### src/rtl/load_store_unit.sv
// rtl/load_store_unit.sv - single-outstanding load/store unit between CPU and data memory
module load_store_unit #(
    parameter int MEM_ADDR_BITS = 21
) (
    input  logic        CLK,
    input  logic        RST_N,
    input  logic        req_valid,
    output logic        req_ready,
    input  logic        req_wr,
    input  logic [2:0]  req_size,
    input  logic [31:0] req_addr,
    input  logic [31:0] req_wdata,
    output logic        rsp_valid,
    input  logic        rsp_ready,
    output logic [31:0] rsp_rdata,
    output logic        rsp_exc,
    output logic [1:0]  rsp_cause,
    output logic [31:0] mem_addr,
    output logic [31:0] mem_data_in,
    input  logic [31:0] mem_data_out,
    output logic        mem_wr,
    output logic        mem_en,
    output logic [2:0]  mem_size,
    input  logic        mem_exception
);

    typedef enum logic [1:0] {IDLE, ISSUE, READ, RESP} state_t;

    state_t      state;
    state_t      state_next;
    logic [31:0] addr_q;
    logic [31:0] wdata_q;
    logic [31:0] rdata_q;
    logic [2:0]  size_q;
    logic        wr_q;
    logic        exc_q;
    logic [1:0]  cause_q;
    logic        accept;
    logic [1:0]  chk_cause;

    assign accept = (state == IDLE) && req_valid;

    // Local request check: illegal size beats misalignment beats out-of-range
    always_comb begin
        chk_cause = 2'b00;
        if (req_size == 3'b011 || req_size == 3'b110 || req_size == 3'b111 ||
            (req_wr && req_size[2])) begin
            chk_cause = 2'b11;
        end else if ((req_size[1:0] == 2'b01 && req_addr[0]) ||
                     (req_size == 3'b010 && req_addr[1:0] != 2'b00)) begin
            chk_cause = 2'b01;
        end else if (req_addr[31:MEM_ADDR_BITS] != '0) begin
            chk_cause = 2'b10;
        end
    end

    // State register
    always_ff @(posedge CLK or negedge RST_N) begin
        if (!RST_N) begin
            state <= IDLE;
        end else begin
            state <= state_next;
        end
    end

    // Next state and handshake/memory strobes, all decoded from the current state
    always_comb begin
        state_next = state;
        req_ready  = 1'b0;
        rsp_valid  = 1'b0;
        mem_en     = 1'b0;
        mem_wr     = 1'b0;
        case (state)
            IDLE: begin
                req_ready = 1'b1;
                if (accept) begin
                    state_next = (chk_cause != 2'b00) ? RESP : ISSUE;
                end
            end
            ISSUE: begin
                mem_en     = 1'b1;
                mem_wr     = wr_q;
                state_next = wr_q ? RESP : READ;
            end
            READ: begin
                state_next = RESP;
            end
            RESP: begin
                rsp_valid = 1'b1;
                if (rsp_ready) begin
                    state_next = IDLE;
                end
            end
            default: state_next = IDLE;
        endcase
    end

    // Request capture, memory exception sampling and load data capture
    always_ff @(posedge CLK or negedge RST_N) begin
        if (!RST_N) begin
            addr_q  <= '0;
            wdata_q <= '0;
            rdata_q <= '0;
            size_q  <= '0;
            wr_q    <= 1'b0;
            exc_q   <= 1'b0;
            cause_q <= 2'b00;
        end else begin
            case (state)
                IDLE: begin
                    if (accept) begin
                        addr_q  <= req_addr;
                        wdata_q <= req_wdata;
                        size_q  <= req_size;
                        wr_q    <= req_wr;
                        exc_q   <= (chk_cause != 2'b00);
                        cause_q <= chk_cause;
                        rdata_q <= '0;
                    end
                end
                ISSUE: begin
                    if (mem_exception) begin
                        exc_q   <= 1'b1;
                        cause_q <= 2'b01;
                    end
                end
                READ: begin
                    rdata_q <= exc_q ? 32'h0 : mem_data_out;
                end
                default: ;
            endcase
        end
    end

    assign mem_addr    = addr_q;
    assign mem_size    = size_q;
    assign mem_data_in = wdata_q;
    assign rsp_rdata   = rdata_q;
    assign rsp_exc     = exc_q;
    assign rsp_cause   = cause_q;

endmodule

### config.mk
export PLATFORM = sky130hd
export DESIGN_NAME = load_store_unit
export DESIGN_NICKNAME = d
export VERILOG_FILES = /design/src/rtl/load_store_unit.sv
export SDC_FILE = /design/constraint.sdc
export NUM_CORES = 1
export LEC_CHECK = 0
export BUFFER_PORTS_ARGS = -buffer_cell sky130_fd_sc_hd__buf_2
export CAP_MARGIN = 10
export CORE_ASPECT_RATIO = 0.8
export CORE_MARGIN = 1.5
export CORE_UTILIZATION = 26
export CTS_BUF_LIST = sky130_fd_sc_hd__clkbuf_8
export CTS_CLUSTER_DIAMETER = 60
export DETAILED_ROUTE_END_ITERATION = 10
export HOLD_SLACK_MARGIN = 0.02
export SYNTH_ARGS = -nofsm -noshare
export SYNTH_HDL_FRONTEND = slang
export SYNTH_SLANG_ARGS = --single-unit
### constraint.sdc
create_clock -name CLK -period 1.9 [get_ports CLK]
set_input_delay 0.38 -clock CLK [delete_from_list [all_inputs] [get_ports CLK]]
set_output_delay 0.38 -clock CLK [all_outputs]
set_load 0.005 [all_outputs]
After elaboration in Yosys (flattened, before gate mapping)
Cells that the tools add are included.
{"block": "classes", "eq_ne": 11, "muxes": 21, "n_reduce_logical": 18}
{"op": "32-bit 2-to-1 mux", "n": 2}
{"op": "32-bit case mux with 2 select lines", "n": 1}
{"op": "2-bit 2-to-1 mux", "n": 8}
{"op": "11-bit nonzero test", "n": 1}
{"op": "2-bit case mux with 4 select lines", "n": 1}
{"op": "2-bit nonzero test", "n": 4}
{"op": "1-bit 2-to-1 mux", "n": 7}
{"op": "3-bit by 2-bit == test with 1-bit output (second input constant)", "n": 2}
{"op": "3-bit == test (second input constant)", "n": 2}
{"op": "2-bit != test (second input constant)", "n": 3}
{"op": "2-bit AND reduction", "n": 3}
{"op": "2-bit by 1-bit == test with 1-bit output (second input constant)", "n": 2}
{"op": "2-bit == test (second input constant)", "n": 2}
{"op": "1-bit logical AND", "n": 4}
{"op": "1-bit logical OR", "n": 4}
{"op": "2-bit case mux with 2 select lines", "n": 1}
{"op": "3-bit AND reduction", "n": 1}
{"op": "2-bit zero test", "n": 1}
{"op": "1-bit case mux with 2 select lines", "n": 1}
{"block": "word_totals", "reg_bits": 105, "in_bits": 105}

Depth between registers and ports, before layout
Gate-level depths: netlist of run 1.
{"block": "depth", "word_depth": 9, "depth_mapped": 8, "mapped_depth_nobuf": 6}

Worst setup path before layout of run 1
OpenSTA, ideal clock, no wires.
{"block": "synth_timing", "path_type": "reg-to-reg", "from": "reg state[0]", "to": "reg cause_q[1], in the netlist rsp_cause[1]", "setup_time_ps": 124, "arrival_time_ps": 1506, "required_ps": 1776, "slack_ps": 270, "path_stages_with_launch": 8, "period_less_slack_ps": 1630, "cell_sequence": "dfrtp_1 -> inv_1 -> ha_1 -> buf_6 -> inv_1 -> a2bb2oi_1 -> nand2_1 -> a211o_1"}
{"block": "synth_between", "elab_chain_cells": 4}
{"item": "from (decl)", "line": "29", "source": "state_t state;"}
{"item": "from (signal assigned)", "line": "62", "source": "state <= state_next;"}
{"item": "2-bit zero test", "line": "41, 109"}
{"item": "1-bit logical AND", "line": "41", "source": "assign accept = (state == IDLE) && req_valid;"}
{"item": "2-bit != test (no line)"}
{"item": "3-bit AND reduction (no line)"}
{"item": "to (signal assigned)", "line": "117", "source": "cause_q <= chk_cause;"}
{"item": "to (decl)", "line": "37", "source": "logic [1:0] cause_q;"}
Several ways; a longest one is shown, not always the timed one.
A chain may end at the register's enable or synchronous reset.

Final worst setup path of run 1
{"block": "layout_timing", "from": "reg state[1]", "to": "out mem_wr"}
{"block": "layout_between", "elab_chain_cells": 2}
{"item": "2-bit by 1-bit == test with 1-bit output", "line": "73", "source": "case (state)"}
{"item": "1-bit 2-to-1 mux", "line": "73"}
{"item": "to (decl)", "line": "21", "source": "output logic mem_wr,"}
Every way passes these cells.

==> results.toml, run 1 <==
[worst_setup_path]
crit_type = "register to primary output"
crit_fanout = 5
slowest_delay_ps = 450
cp-start-kind = "register"
cp_cell_sequence = "inv_1, ha_2, and2_1, buf_2"
cp-end-kind = "primary output"
worst_path_max_delay_cell = "dfrtp_1"
crit_required_ps = 1520
crit_path_start = "state[1]$_DFFE_PN0P_"
rr_startpoint = "state[1]$_DFFE_PN0P_"
crit_arrival_ps = 1430

[cells_and_area]
stdcell_count = 766
nets = 655
area_growth_pct = 37.7
diodes = 0
design_area_um2 = 5780
utilization = 0.366
drive_gt1_frac = 0.563

[timing]
setup_viol = 0
maxSlewHeadroom = 0.720
rsz0062_at_grt = "yes"
finalHoldViolCount = 0
finClkSkew_ps = 8.54
fin_tns_setup_ps = 0
period_share = 0.950
slew_violations = 0
clock.fmax_mhz = 554
tightest_slew_ps = 421
period_minus_slack_ps = 1810

[yosys]
yosysSeqAreaShare = 0.626
syn-num-nets = 440
syn-cell-area_um2 = 4200
avgSynthCellArea_um2 = 12.7
synth_cell_types = 32
ys_ff_latch = 105
ys_warn_count = 0
synth_cells = 331

[route]
dr_wl_met2_mm = 4.99
drtAntennaViolNets = 0
dr.pass1.iters = 4
drc = 0
avgRoutedWirePerCell_um = 13.4
via_per_inst = 4.20
met3_length_um = 856
wl_met1_mm = 4.25
dr_total_vias = 3219
top_layer = "met5"
first_iter_violations = 73
drt-total-wl_mm = 10.3

[placed_design]
placedCellCount = 747
gp_congestion = 0.788
portBuffers = 210
dp_hpwl_mm = 7.79
dpl_cell_area_um2 = 5540

[global_routing]
grt_overflow = 0
grt_max_degree = 65
grt_usage = 0.122
grt_pass1_wl_mm = 16.3
first_global_vias = 3281
antenna_found_initial = 1

[cts]
clockRootBuffer = "clkbuf_8"
cts_buffers = 9
cts_buffer_depth = 2
clk_latency_ps = 370
htreeDepth = 3
cts_tree = "done"
clock-sinks = 105
clkTransAtPathRegs_ps = 100

[pwr]
switchingPower_uw = 2470
combPwrFrac = 0.371
power_density_nw_per_um2 = 1340
leakage_uw = 0.00289
power_frac_clock = 0.188
peakVddDrop_mv = 0.631
power_switching_share = 0.317
intPower_uw = 5300
pwr-share-seq = 0.440

[floorplan]
die_height_um = 117
coreArea_um2 = 15800
fp.dieArea_um2 = 16900
num_rows = 41
initial_core_util = 0.266
pin_count = 211
die_w_um = 145

[worst_hold_path]
hold_class = "input pin to register"
min-delay-start = "req_addr[2]"

[run_status]
status = "complete, no violations"

[job]
maxCapViolCount = 0
==> kinds of logic (layout without fill, tap and decap cells) <==
| kind of cell | count (synthesis) | in the layout | share of synthesized area |
|---|---|---|---|
| mux | 68 | 68 | 0.182 |
| compound gates | 50 | 50 | 0.0700 |
| fa+ha+maj | 4 | 4 | 0.0119 |
| flops | 105 | 105 | 0.626 |
| buf+inv | 23 | 243 | 0.0316 |
| simple gates | 81 | 81 | 0.0784 |
==> state kept, by name, summed over array words and instances, names as in the netlist <==
name	cells
mem_size	3
rsp_cause	2
rsp_rdata	32
state	2
wr_q	1
mem_data_in	32
rsp_exc	1
mem_addr	32
==> cell usage after synthesis <==
master / number / area, um2
dfrtp_1: 105 / 2630
mux2_2: 68 / 766
nand2_1: 67 / 251
o21ai_0: 28 / 140
buf_2: 11 / 55.1
o21ai_1: 6 / 30.0
inv_1: 5 / 18.8
a21oi_1: 4 / 20.0
buf_6: 4 / 45.0
ha_1: 4 / 50.1
nor2_1: 4 / 15.0
clkbuf_2: 2 / 10.0
nor3_1: 2 / 10.0
nor4_1: 2 / 12.5
o31ai_1: 2 / 15.0
a211o_1: 1 / 8.76
a211oi_1: 1 / 7.51
a21boi_0: 1 / 7.51
a21boi_4: 1 / 18.8
a21o_1: 1 / 7.51
a22o_1: 1 / 8.76
a2bb2oi_1: 1 / 8.76
a311oi_1: 1 / 8.76
a31oi_1: 1 / 6.26
and2_1: 1 / 6.26
and3_1: 1 / 6.26
and3b_1: 1 / 8.76
clkbuf_1: 1 / 3.75
nand2_2: 1 / 6.26
nor2b_1: 1 / 6.26
o22ai_1: 1 / 6.26
or2_2: 1 / 6.26
==> timing repair <==
item	in CTS	in global routing
setup endpoints to repair	1	2
gates resized for setup	1	0
hold buffers	1	0
setup buffers	0	2
endpoints found under the hold margin	25	0
==> cell type report <==
type                    count  area (um2)
flip-flops and latches    105        2630
clock buffers              11         151
repair buffers            222        1210
inverters                   5        18.8
multi-input cells         203        1440
clock inverters             5        62.6
well taps                 215         269
fillers                  1601       10000
==> power groups by stage <==
| stage | clock (uW) | combinational [uW] | sequential (uW) |
|---|---|---|---|
| final | 1460 | 2880 | 3420 |
| after global routing | 1630 | 3210 | 3520 |
| after CTS | 1560 | 2920 | 3430 |
| after detailed placement | 0 | 2910 | 3460 |
| after global placement | 0 | 2840 | 3410 |
| after floorplan | 0 | 1560 | 3500 |
==> stage by stage <==
stage               setup slack (ps)  hold WS, ps  power (uW)
floorplan                        270         84.4        5060
global placement                 277          341        6250
detailed placement               232          345        6370
CTS                             32.7          184        7910
global route                   -10.6          201        8360
finish                          94.1          227        7770
==> worst paths after layout <==
path	cells after the start	slack [ps]	to
min	2	230	mem_addr[2]$_DFFE_PN0P_
max	4	90	mem_wr
min in group asynchronous	2	500	mem_data_in[3]$_DFFE_PN0P_
min reg2reg	2	480	rsp_rdata[16]$_DFFE_PN0P_
max reg2reg	5	190	mem_data_in[17]$_DFFE_PN0P_
max in group asynchronous	3	860	mem_addr[14]$_DFFE_PN0P_
==> layer usage <==
metal  vias up  global-route usage
li1       1555                   -
met1      1531               0.145
met2       120               0.205
met3        11              0.0492
met4         2              0.0408
met5         -                   0
==> worst max-delay path: cells and delay by family (launching register included) <==
family / cells / cell delay (ps)
flip-flops: 1 / 450
AND/OR/NAND/NOR: 1 / 150
adder cells (fa/ha/maj): 1 / 210
buffers and inverters: 2 / 240
==> layout by cell type (no fill, tap or decap), drive strengths merged, types with 4 or more instances in the layout <==
| cell | n |
|---|---|
| buf | 221 |
| mux2 | 68 |
| o21ai | 34 |
| ha | 4 |
| nor2 | 4 |
| inv | 6 |
| nand2 | 68 |
| dfrtp | 105 |
| clkbuf | 11 |
| a21oi | 4 |
(Power assumes the default switching activity.)
==> inputs of run 2 (changes only) <==
==> constraint.sdc (replaced) <==
create_clock -name CLK -period 1.7 [get_ports CLK]
set_input_delay 0.34 -clock CLK [delete_from_list [all_inputs] [get_ports CLK]]
set_output_delay 0.34 -clock CLK [all_outputs]
set_load 0.005 [all_outputs]
==> run 2 against run 1 <==
First-iteration DRC count grew 36%. Sequential power grew 11%. Cell count grew 0.78%. Largest cell class unchanged. Largest power group is now combinational logic. Critical endpoint unchanged.
==> results.toml, run 2 (synthesis gave the netlist of run 1 again) <==
[cells_and_area]
stdcell_count = 772
nets = 662
fillers = 1586
drive_gt1_frac = 0.575
layout_common_cells = "buf_2, dfrtp_1, mux2_2, nand2_1, o21ai_0"
utilization = 0.375
area_growth_pct = 41.1
final_common_cell = "buf_2"
diodes = 0

[worst_setup_path]
crit_buf_inv = 2
crit_required_ps = 1360
worst_path_max_delay_cell = "dfrtp_1"
crit_arrival_ps = 1350
path_delay_family = "flip-flops"
cp-end-kind = "primary output"
cp-start-kind = "register"
cp_cell_sequence = "buf_6, ha_4, and2_4, buf_6"
crit_top_cell = "buf_6"
crit_fanout = 3
slowest_delay_ps = 430
crit_type = "register to primary output"

[global_routing]
grt_overflow = 0
grt_pass1_wl_mm = 16.2
first_global_vias = 3251
antenna_found_initial = 1
grt_usage = 0.123
grt_max_degree = 65

[timing]
finalHoldViolCount = 0
maxSlewHeadroom = 0.754
period_minus_slack_ps = 1690
rsz0062_at_grt = "yes"
slew_violations = 0
finClkSkew_ps = 8.88
setup_viol = 0
period_share = 0.991
clock.fmax_mhz = 593
tightest_slew_ps = 369

[job]
maxCapViolCount = 0

[run_status]
status = "complete, no violations"

[cts]
clockRootBuffer = "clkbuf_8"
htreeDepth = 3
cts_buffer_depth = 2
cts_tree = "done"
clkTransAtPathRegs_ps = 100
clk_latency_ps = 380
cts_buffers = 9
clock-sinks = 105

[route]
drtAntennaViolNets = 0
via_per_inst = 4.26
first_iter_violations = 99
drt-total-wl_mm = 10.8
dr.pass1.iters = 4
dr_total_vias = 3287
avgRoutedWirePerCell_um = 14.0
drc = 0

[placed_design]
portBuffers = 210
gp_congestion = 0.796
dp_hpwl_mm = 7.69
placedCellCount = 748

[floorplan]
fp.dieArea_um2 = 16900
num_rows = 41
die_w_um = 145
coreArea_um2 = 15800
initial_core_util = 0.266
pin_count = 211
die_height_um = 117

[pwr]
power_density_nw_per_um2 = 1550
leakage_uw = 0.00296
total_power_uw = 9200
peakVddDrop_mv = 0.601

[worst_hold_path]
hold_class = "input pin to register"
==> run 2: report_power, final <==
part	switching [uW]	internal [uW]	leakage [uW]	total [uW]
sequential	421	3380	0.00131	3800
combinational	1670	2170	0.00155	3840
clock	822	744	0.000104	1570
total	2910	6290	0.00296	9200
==> run 2: metal layers <==
layer	wire length [um]	track usage
met3	897	0.0512
met2	5210	0.205
met1	4510	0.142
met4	157	0.0503
met5	12	0
==> run 2: final timing paths <==
kind / startpoint / to / slack, ps / depth (start not counted)
min: req_addr[4] / mem_addr[4]$_DFFE_PN0P_ / 180 / 2
max in group asynchronous: RST_N / mem_addr[13]$_DFFE_PN0P_ / 600 / 3
max reg2reg: state[1]$_DFFE_PN0P_ / rsp_rdata[1]$_DFFE_PN0P_ / 130 / 7
min in group asynchronous: RST_N / mem_data_in[13]$_DFFE_PN0P_ / 410 / 2
max: state[0]$_DFFE_PN0P_ / mem_wr / 10 / 4
min reg2reg: rsp_rdata[9]$_DFFE_PN0P_ / rsp_rdata[9]$_DFFE_PN0P_ / 480 / 2
==> run 2: final cells by class <==
class | instances | area (um2) | share of cell area
tap | 215 | 269 | 0.0454
inverter | 5 | 18.8 | 0.00317
sequential | 105 | 2630 | 0.443
clock inverter | 4 | 45.0 | 0.00760
clock buffer | 11 | 151 | 0.0255
timing repair buffer | 229 | 1330 | 0.225
multi-input combinational | 203 | 1480 | 0.250
==> run 2: repair_timing <==
action,4_1_cts,5_1_grt
resized for setup,12,3
hold buffers,1,0
endpoints found under the setup margin,3,13
setup buffers,5,1
pin swaps,2,2
hold endpoints to repair,20,0
gates cloned,0,3
==> run 2: metrics by stage <==
stage	setup slack [ps]	hold WS [ps]	area, um2	setup TNS, ps
floorplan	70.3	44.4	4200	0
global route	-59.5	149	5930	-116
CTS	-18.4	146	5830	-26.9
global placement	94.8	253	5550	0
finish	14.5	184	5930	0
detailed placement	19.2	257	5550	0
